`config.mk`:
```
export PLATFORM = sky130hd
export DESIGN_NAME = processador_multiciclo
export DESIGN_NICKNAME = d
export VERILOG_FILES = /design/src/rtl/processador_multiciclo.sv
export SDC_FILE = /design/constraint.sdc
export NUM_CORES = 2
export LEC_CHECK = 0
export CELL_PAD_IN_SITES_DETAIL_PLACEMENT = 0
export CELL_PAD_IN_SITES_GLOBAL_PLACEMENT = 1
export CORE_MARGIN = 5
export CORE_UTILIZATION = 50
export DETAILED_ROUTE_END_ITERATION = 10
export PLACE_DENSITY = 0.84
export RECOVER_POWER = 100
export SYNTH_ARGS = -nofsm -noshare
export SYNTH_HDL_FRONTEND = slang
export SYNTH_SLANG_ARGS = --single-unit
```
`constraint.sdc`:
```
create_clock -name clock -period 6.6 [get_ports clock]
set_input_delay 1.65 -clock clock [delete_from_list [all_inputs] [get_ports clock]]
set_output_delay 1.65 -clock clock [all_outputs]
set_load 0.05 [all_outputs]
```
`src/rtl/processador_multiciclo.sv`:
```
// Multi-cycle RV32I-subset core with a single shared req/ready memory port.
// A FETCH/DECODE/EXEC/MEM/WB/HALT state machine sequences each instruction over the one port.
module processador_multiciclo #(
  parameter int              XLEN     = 32,
  parameter int              NUM_REGS = 32,
  parameter logic [XLEN-1:0] RESET_PC = '0,
  parameter int              CNT_W    = 32
) (
  input  logic             clock,
  input  logic             reset,
  output logic             mem_req,
  output logic             mem_we,
  output logic [XLEN-1:0]  mem_addr,
  output logic [XLEN-1:0]  mem_wdata,
  input  logic [XLEN-1:0]  mem_rdata,
  input  logic             mem_ready,
  output logic             halted,
  output logic             erro,
  output logic [XLEN-1:0]  pc_atual,
  output logic [CNT_W-1:0] instr_retiradas
);

  localparam int IDX_W = (NUM_REGS > 1) ? $clog2(NUM_REGS) : 1;

  typedef enum logic [2:0] {S_FETCH, S_DECODE, S_EXEC, S_MEM, S_WB, S_HALT} state_t;

  state_t            state_q, state_d;
  logic [XLEN-1:0]   pc_q, pc_d, a_q, a_d, b_q, b_d, imm_q, imm_d, res_q, res_d;
  logic [31:0]       ir_q, ir_d;
  logic              mem_req_q, mem_req_d, mem_we_q, mem_we_d;
  logic [XLEN-1:0]   mem_addr_q, mem_addr_d, mem_wdata_q, mem_wdata_d;
  logic              halted_q, halted_d, erro_q, erro_d;
  logic [CNT_W-1:0]  cnt_q, cnt_d;
  logic [XLEN-1:0]   regs_q [NUM_REGS];

  logic [6:0] opcode, funct7;
  logic [2:0] funct3;
  logic [4:0] rd_f, rs1_f, rs2_f;
  logic       is_r, is_i, is_lw, is_sw, is_br, is_ebreak, regs_ok, legal;
  logic [XLEN-1:0] imm_i, imm_s, imm_b, imm_sel, opnd_b, alu_res;
  logic [XLEN-1:0] eaddr, br_target, pc_plus4, br_next;
  logic       taken;
  logic       rf_we;

  assign opcode = ir_q[6:0];
  assign rd_f   = ir_q[11:7];
  assign funct3 = ir_q[14:12];
  assign rs1_f  = ir_q[19:15];
  assign rs2_f  = ir_q[24:20];
  assign funct7 = ir_q[31:25];

  // Instruction classification stays valid from DECODE through WB because ir_q is held.
  always_comb begin
    is_r = (opcode == 7'b0110011) &&
           ((funct7 == 7'b0000000 && (funct3 == 3'b000 || funct3 == 3'b111 || funct3 == 3'b110 ||
                                      funct3 == 3'b100 || funct3 == 3'b010)) ||
            (funct7 == 7'b0100000 && funct3 == 3'b000));
    is_i = (opcode == 7'b0010011) &&
           (funct3 == 3'b000 || funct3 == 3'b111 || funct3 == 3'b110 || funct3 == 3'b010);
    is_lw     = (opcode == 7'b0000011) && (funct3 == 3'b010);
    is_sw     = (opcode == 7'b0100011) && (funct3 == 3'b010);
    is_br     = (opcode == 7'b1100011) && (funct3 == 3'b000 || funct3 == 3'b001);
    is_ebreak = (ir_q == 32'h0010_0073);
    regs_ok = !((is_r || is_i || is_lw) && int'(rd_f) >= NUM_REGS) &&
              !((is_r || is_i || is_lw || is_sw || is_br) && int'(rs1_f) >= NUM_REGS) &&
              !((is_r || is_sw || is_br) && int'(rs2_f) >= NUM_REGS);
    legal = (is_r || is_i || is_lw || is_sw || is_br) && regs_ok;
  end

  assign imm_i   = {{(XLEN-12){ir_q[31]}}, ir_q[31:20]};
  assign imm_s   = {{(XLEN-12){ir_q[31]}}, ir_q[31:25], ir_q[11:7]};
  assign imm_b   = {{(XLEN-13){ir_q[31]}}, ir_q[31], ir_q[7], ir_q[30:25], ir_q[11:8], 1'b0};
  assign imm_sel = is_sw ? imm_s : (is_br ? imm_b : imm_i);

  assign opnd_b    = is_r ? b_q : imm_q;
  assign eaddr     = a_q + imm_q;
  assign br_target = pc_q + imm_q;
  assign pc_plus4  = pc_q + XLEN'(4);
  assign taken     = (a_q == b_q) ^ funct3[0];
  assign br_next   = taken ? br_target : pc_plus4;

  always_comb begin
    alu_res = a_q + opnd_b;
    case (funct3)
      3'b000:  alu_res = (is_r && funct7[5]) ? (a_q - opnd_b) : (a_q + opnd_b);
      3'b111:  alu_res = a_q & opnd_b;
      3'b110:  alu_res = a_q | opnd_b;
      3'b100:  alu_res = a_q ^ opnd_b;
      3'b010:  alu_res = {{(XLEN-1){1'b0}}, ($signed(a_q) < $signed(opnd_b))};
      default: alu_res = a_q + opnd_b;
    endcase
  end

  // Every path back to FETCH launches the next fetch request directly, saving a cycle per instruction.
  always_comb begin
    state_d = state_q;  pc_d = pc_q;  ir_d = ir_q;
    a_d = a_q;  b_d = b_q;  imm_d = imm_q;  res_d = res_q;
    mem_req_d = mem_req_q;  mem_we_d = mem_we_q;
    mem_addr_d = mem_addr_q;  mem_wdata_d = mem_wdata_q;
    halted_d = halted_q;  erro_d = erro_q;  cnt_d = cnt_q;
    rf_we = 1'b0;
    case (state_q)
      S_FETCH: begin
        if (!mem_req_q) begin
          mem_req_d = 1'b1;  mem_we_d = 1'b0;  mem_addr_d = pc_q;
        end else if (mem_ready) begin
          ir_d = mem_rdata[31:0];  mem_req_d = 1'b0;  state_d = S_DECODE;
        end
      end
      S_DECODE: begin
        a_d   = regs_q[rs1_f[IDX_W-1:0]];
        b_d   = regs_q[rs2_f[IDX_W-1:0]];
        imm_d = imm_sel;
        if (is_ebreak) begin
          halted_d = 1'b1;  state_d = S_HALT;
        end else if (!legal) begin
          halted_d = 1'b1;  erro_d = 1'b1;  state_d = S_HALT;
        end else begin
          state_d = S_EXEC;
        end
      end
      S_EXEC: begin
        if (is_br) begin
          if (taken && br_target[1:0] != 2'b00) begin
            halted_d = 1'b1;  erro_d = 1'b1;  state_d = S_HALT;
          end else begin
            pc_d = br_next;  cnt_d = cnt_q + CNT_W'(1);
            mem_req_d = 1'b1;  mem_we_d = 1'b0;  mem_addr_d = br_next;  state_d = S_FETCH;
          end
        end else if (is_lw || is_sw) begin
          if (eaddr[1:0] != 2'b00) begin
            halted_d = 1'b1;  erro_d = 1'b1;  state_d = S_HALT;
          end else begin
            mem_req_d = 1'b1;  mem_we_d = is_sw;  mem_addr_d = eaddr;
            if (is_sw) mem_wdata_d = b_q;
            state_d = S_MEM;
          end
        end else begin
          res_d = alu_res;  state_d = S_WB;
        end
      end
      S_MEM: begin
        if (mem_ready) begin
          if (is_sw) begin
            pc_d = pc_plus4;  cnt_d = cnt_q + CNT_W'(1);
            mem_req_d = 1'b1;  mem_we_d = 1'b0;  mem_addr_d = pc_plus4;  state_d = S_FETCH;
          end else begin
            res_d = mem_rdata;  mem_req_d = 1'b0;  mem_we_d = 1'b0;  state_d = S_WB;
          end
        end
      end
      S_WB: begin
        rf_we = (rd_f != 5'd0);
        pc_d = pc_plus4;  cnt_d = cnt_q + CNT_W'(1);
        mem_req_d = 1'b1;  mem_we_d = 1'b0;  mem_addr_d = pc_plus4;  state_d = S_FETCH;
      end
      S_HALT:  mem_req_d = 1'b0;
      default: begin
        halted_d = 1'b1;  erro_d = 1'b1;  mem_req_d = 1'b0;  state_d = S_HALT;
      end
    endcase
  end

  always_ff @(posedge clock or negedge reset) begin
    if (!reset) begin
      state_q <= S_FETCH;  pc_q <= RESET_PC;  ir_q <= '0;
      a_q <= '0;  b_q <= '0;  imm_q <= '0;  res_q <= '0;
      mem_req_q <= 1'b0;  mem_we_q <= 1'b0;  mem_addr_q <= '0;  mem_wdata_q <= '0;
      halted_q <= 1'b0;  erro_q <= 1'b0;  cnt_q <= '0;
    end else begin
      state_q <= state_d;  pc_q <= pc_d;  ir_q <= ir_d;
      a_q <= a_d;  b_q <= b_d;  imm_q <= imm_d;  res_q <= res_d;
      mem_req_q <= mem_req_d;  mem_we_q <= mem_we_d;
      mem_addr_q <= mem_addr_d;  mem_wdata_q <= mem_wdata_d;
      halted_q <= halted_d;  erro_q <= erro_d;  cnt_q <= cnt_d;
    end
  end

  always_ff @(posedge clock or negedge reset) begin
    if (!reset) begin
      for (int i = 0; i < NUM_REGS; i++) regs_q[i] <= '0;
    end else if (rf_we) begin
      regs_q[rd_f[IDX_W-1:0]] <= res_q;
    end
  end

  assign mem_req         = mem_req_q;
  assign mem_we          = mem_we_q;
  assign mem_addr        = mem_addr_q;
  assign mem_wdata       = mem_wdata_q;
  assign halted          = halted_q;
  assign erro            = erro_q;
  assign pc_atual        = pc_q;
  assign instr_retiradas = cnt_q;

endmodule
```
==> After elaboration in Yosys (flattened, before gate mapping) <==
Cells that the tools add are included.
{ "classes": {"n_addsub": 6, "order_cmp": 5, "n_eq_ne": 36, "n_mux": 72, "bitwise_logic": 12, "reduce_logical": 42} }
{ "ops": {"columns": ["op", "count"], "rows": [
  ["$bwmux W1024", 1],
  ["$mux W32", 24],
  ["$bmux W32 S5", 2],
  ["$pmux W32 S3", 2],
  ["$demux W32 S5", 1],
  ["$pmux W32 S5", 1],
  ["$pmux W32 S4", 1],
  ["$add A32 B32 Y32", 3],
  ["$pmux W32 S2", 1],
  ["$add A32 B1 Y32 const B", 1],
  ["$add A32 B3 Y32 const B", 1],
  ["$and A32 B32 Y32", 1],
  ["$eq A32 B21 Y1 const B", 1],
  ["$eq A32 B32 Y1", 1],
  ["$lt A32 B32 Y1", 1],
  ["$or A32 B32 Y32", 1],
  ["$sub A32 B32 Y32", 1],
  ["$xor A32 B32 Y32", 1],
  ["$mux W3", 10],
  ["$reduce_and A5 Y1", 5],
  ["$mux W12", 2],
  ["$ne A2 B2 Y1 const B", 12],
  ["$mux W1", 22],
  ["$eq A7 B6 Y1 const B", 3],
  ["other kinds (29)", 74]
]} }
{ "totals": {"regBits": 1300, "out_inout_bits": 132} }

==> Longest topological paths before layout <==
{ "logic_depth": {"word_depth": 15, "ltp_mapped": 20, "ltp_nobuf": 16} }

==> Worst setup path after synthesis <==
OpenSTA, ideal clock, no wires.
{ "synth_timing": {"path_kind": "reg-to-reg", "start": "register ir_q[27]", "end": "register res_q[29]", "setup_time_ps": 136, "t_arrival_ps": 4897, "setup_slack_ps": 1566, "path_stages_with_launch": 18, "path_buffers": 2, "cell_sequence": "dfrtp_1 -> or4_1 -> nor4_2 -> o2111a_1 -> clkbuf_1 -> clkbuf_1 -> mux2_2 -> inv_1 -> ha_1 -> a21oi_1 -> o21ai_0 -> a221o_1 -> or4_1 -> o21ai_0 -> o31ai_1 -> mux2i_1 -> a21oi_1 -> or3b_2"} }
{ "synth_between": {"elab_chain_len": 11} }
{ "synth_rtl": {"columns": ["element", "line_no", "source"], "rows": [
  ["from (decl)", "29", "logic [31:0] ir_q, ir_d;"],
  ["from (signal assigned)", "171", "state_q <= state_d; pc_q <= pc_d; ir_q <= ir_d;"],
  ["$eq A7 B6 Y1 / $logic_not A7 Y1 (equally long branches)", "57, 55", null],
  ["$logic_and A1 B1 Y1 (on tied branches)", "57, 55", null],
  ["$logic_or A1 B1 Y1 *", "56", "funct3 == 3'b100 || funct3 == 3'b010)) ||"],
  ["$logic_and A1 B1 Y1 *", "54", "is_r = (opcode == 7'b0110011) &&"],
  ["$mux W32", "75", "assign opnd_b = is_r ? b_q : imm_q;"],
  ["$add A32 B32 Y32 / $sub A32 B32 Y32 (equally long branches)", "85, 90", null],
  ["$mux W32", "85", "3'b000: alu_res = (is_r && funct7[5]) ? (a_q - opnd_b) : (a_q + opnd_b);"],
  ["$pmux W32 S5 *", "84", "case (funct3)"],
  ["$mux W32 *", "130", "end else if (is_lw || is_sw) begin"],
  ["$mux W32 *", "123", "if (is_br) begin"],
  ["$pmux W32 S2 *", "102", "case (state_q)"],
  ["to (signal assigned)", "167", "a_q <= '0; b_q <= '0; imm_q <= '0; res_q <= '0;"],
  ["to (signal assigned)", "172", "a_q <= a_d; b_q <= b_d; imm_q <= imm_d; res_q <= res_d;"],
  ["to (decl)", "28", "logic [XLEN-1:0] pc_q, pc_d, a_q, a_d, b_q, b_d, imm_q, imm_d, res_q, res_d;"]
]} }
Every way passes the cells marked *; elsewhere a longest branch is shown, timed or not. The select of a mux whose other input is x is not followed.
A chain may end at the register's enable or synchronous reset.

==> Final worst setup path <==
{ "layout_timing": {"start": "register ir_q[13]", "end": "register mem_wdata_q[24], in the netlist mem_wdata[24]"} }
{ "layout_between": {"elab_chain_len": 5} }
{ "layout_rtl": {"columns": ["element", "line_no", "source"], "rows": [
  ["$eq A3 B1 Y1 / $logic_not A3 Y1 (equally long branches)", "62", "is_br = (opcode == 7'b1100011) && (funct3 == 3'b000 || funct3 == 3'b001);"],
  ["$logic_or A1 B1 Y1", "62", null],
  ["$logic_and A1 B1 Y1", "62", null],
  ["$not A1 Y1 (no source line)", null, null],
  ["$reduce_and A5 Y1 (no source line) *", null, null],
  ["to (signal assigned)", "174", "mem_addr_q <= mem_addr_d; mem_wdata_q <= mem_wdata_d;"],
  ["to (decl)", "31", "logic [XLEN-1:0] mem_addr_q, mem_addr_d, mem_wdata_q, mem_wdata_d;"]
]} }
Every way passes the cells marked *; elsewhere a longest branch is shown, timed or not.

==> flow_summary_export.csv <==
group,metric,value,unit
setup_path,r2r_cells,10,
die,core-area,152000,sq um
logic_synthesis,async_reset_ff_frac,1.00,
logic_synthesis,ys_warn_count,0,
sta,fin_worst_skew,0.0290,ns
clock_network,cts_root_buf,"clkbuf_16",
detailed_routing,drt_pass1_iterations,7,
clock_network,postCtsSetupBuffers,0,
setup_path,critPathMaxFanout,59,
die,die-area,160000,sq um
power,power_density,294,nW/um^2
detailed_routing,vias,55095,
logic_synthesis,synth_edf_count,0,
clock_network,cts_made_buffers,141,
sta,fin_setup_tns,0,ns
setup_path,r2r-start,"ir_q[13]$_DFFE_PN0P_",
logic_synthesis,synth_top_area_frac,0.427,
clock_network,cts.repair.resized,0,
logic_synthesis,synth-seq-cells,1300,
setup_path,r2r_slack,0.51,ns
detailed_routing,ant_nets,0,
logic_synthesis,netlist_instances,6072,
clock_network,clkTransAtPathRegs,0.07,ns
logic_synthesis,synthTopCellsByArea,"dfrtp_1 (43%), mux4_2 (16%), mux2_2 (16%), ha_1 (2.6%), mux2i_1 (2.2%)",
logic_synthesis,synth_area_per_cell,12.6,sq um
placement,pre_cts_ws,0.741,ns
detailed_routing,wirelength,256,mm
min_path,hold-path-endpoint,"regs_q[997]$_DFFE_PN0P_",
run_status,run_status,"finished with violations",
setup_path,timing.rr.end,"mem_wdata[24]$_DFFE_PN0P_",
logic_synthesis,yosys.area.top_type,"dfrtp_1",
clock_network,cts_tree,"yes",
die,io_pins,167,
logic_synthesis,synth_seq_area_share,0.427,
clock_network,clockBufferDepth,3,
job,maxCapViolCount,47,
logic_synthesis,synth_flop_cell,"dfrtp_1",
global_route,grt_pass1_wl,377,mm
setup_path,critPathLaunchType,"flip-flop",
global_route,grt_util_all_layers,0.314,
global_route,grt-ovfl-total,0,
sta,report.final.slew_viol_count,1865,
detailed_routing,wl_per_cell,31.6,um
die,die_h,401,um
logic_synthesis,ys_types,92,
layout,drive_above_1_share,0.324,
clock_network,cts_sinks,1300,
layout,final_nets,6157,
sta,fmax,164,MHz
detailed_routing,via_per_inst,6.80,
min_path,worstHoldPathCells,0,
setup_path,crit_type,"flip-flop to flip-flop",
run_status,violations,"capacitance limit, slew limit",
layout,area_growth,10.1,%
sta,fin_crit_sh,0.923,
layout,nFillCells,12488,
die,placement_rows,143,
die,die_w,401,um
sta,max_slew.worst_pin.slew,4.49,ns
sta,min_period,6.09,ns
global_route,antenna_found_initial,11,
sta,whs,0.395,ns
placement,dp_hpwl,161,mm
power,p_leak,38.2,nW
clock_network,clk_latency,0.81,ns
logic_synthesis,syn_nets,6271,
clock_network,holdBufCountCts,0,
sta,setup_slack,0.509,ns
logic_synthesis,syn_area,76300,sq um
clock_network,ctsHtreeMaxLevel,4,
setup_path,crit_path_end_kind,"flip-flop",
detailed_routing,dr.first_iter.drc_count,6155,
min_path,min_from,"regs_q[997]$_DFFE_PN0P_",
layout,fin_util,0.553,
global_route,grt_pass1_vias,54867,
sta,setup_viol,0,
detailed_routing,drc,0,
sta,slew_headroom,-1.99,
power,ir_drop,0.000260,V
setup_path,cp_data_required_time,7.27,ns
placement,gp_congestion,0.944,
min_path,min_path_type,"flip-flop to flip-flop",
die,initial_utilization,0.503,
global_route,grt_max_degree,154,
sta,rsz0062_at_grt,"no",
sta,finalHoldViolCount,0,
placement,numPortBuffers,166,
setup_path,cp.arrival,6.76,ns
-- worst max-delay path, cell delays in order, from the launching register on --
cell and delay [ns]:
dfrtp_1 0.80, buf_4 0.68, nand2b_1 0.30, nor4_1 0.81
nor3b_1 0.71, nor4_2 0.08, o21bai_1 0.46, o21a_2 0.23
o21ai_0 0.13, or4_2 1.15, mux2_1 0.54
-- final cells by class --
| cell class | count | area [sq um] | area share |
|---|---|---|---|
| clock buffer | 205 | 4050 | 0.0482 |
| inverter | 131 | 492 | 0.00586 |
| multi-input combinational | 4085 | 41000 | 0.488 |
| timing repair buffer | 299 | 2600 | 0.0310 |
| clock inverter | 49 | 711 | 0.00847 |
| antenna | 2 | 5.00 | 0.0000596 |
| tap | 2030 | 2540 | 0.0303 |
| sequential | 1300 | 32600 | 0.388 |
-- metrics by stage --
stage / cell area [sq um] / instances / total power [mW]
6_report: 83900 / 8101 / 24.7
5_1_grt: 83900 / 8100 / 25.7
4_1_cts: 84500 / 8099 / 24.8
3_5_place_dp: 79700 / 7845 / 16.6
3_3_place_gp: 79700 / 7845 / 16.6
2_1_floorplan: 76300 / 6072 / 14.0
-- cell usage after synthesis (84+ instances only) --
library cell	n
a21o_1	84
a21oi_1	261
buf_1	128
clkbuf_1	395
dfrtp_1	1300
ha_1	160
inv_1	129
mux2_2	1052
mux2i_1	171
mux4_2	550
nand2_1	303
nand3_1	85
nor2_1	191
o21ai_0	295
xnor2_1	88
-- cell families (layout without fill, tap and decap cells) --
kind of cell    count (synthesis)  count (layout)  share of synthesized area
simple gates                  873             873                     0.0550
fa+ha+maj                     164             164                     0.0273
other cells                     0               2                          0
compound gates               1081            1081                     0.0910
flops                        1300            1300                      0.427
buf+inv                       687             684                     0.0351
xor+xnor                      165             165                     0.0190
mux                          1802            1802                      0.346
-- worst max path at each step --
stage                               from                         to  slack, ns
floorplan           ir_q[27]$_DFFE_PN0P_      res_q[29]$_DFFE_PN0P_       1.57
global placement    ir_q[27]$_DFFE_PN0P_      res_q[24]$_DFFE_PN0P_       0.84
detailed placement  ir_q[27]$_DFFE_PN0P_      res_q[24]$_DFFE_PN0P_       0.74
CTS                 ir_q[28]$_DFFE_PN0P_      res_q[20]$_DFFE_PN0P_       0.69
global route        ir_q[15]$_DFFE_PN0P_        a_q[15]$_DFFE_PN0P_       0.16
finish              ir_q[13]$_DFFE_PN0P_  mem_wdata[24]$_DFFE_PN0P_       0.51
-- placed cells by master (no fill, tap or decap), types with 51 or more instances in the layout --
master / count
mux4_2: 550
o21ai_0: 296
nor2_1: 186
clkbuf_16: 141
inv_1: 129
o221ai_1: 51
buf_4: 67
a21oi_1: 258
xor2_1: 77
nor3_1: 64
ha_1: 160
clkbuf_1: 76
nand3_1: 84
dfrtp_1: 1291
xnor2_1: 88
dlygate4sd3_1: 133
nand2_1: 294
a21o_1: 84
mux2i_1: 171
mux2_2: 1049
-- power by group --
part / switching, mW / internal [mW]
combinational: 4.79 / 2.50
clock: 3.49 / 4.71
sequential: 0.898 / 8.32
-- registers in the layout (all words and copies together) (netlist names) --
signal and count:
mem_we 1, instr_retiradas 32, erro 1, mem_addr 32, pc_atual 32, b_q 32, halted 1, state_q 3
mem_wdata 32, imm_q 13, ir_q 32, res_q 32, a_q 32, mem_req 1, regs_q 1024
-- per-layer routing --
layer  global-route usage  routed length [um]  vias to the layer above
met2                0.480              116000                     2870
met5                    0                  11                        -
li1                     -                   -                    22808
met3               0.0680               24900                      647
met1                0.433              101000                    28768
met4                0.144               14200                        2
No activity file was read; power rests on OpenSTA's default activity.
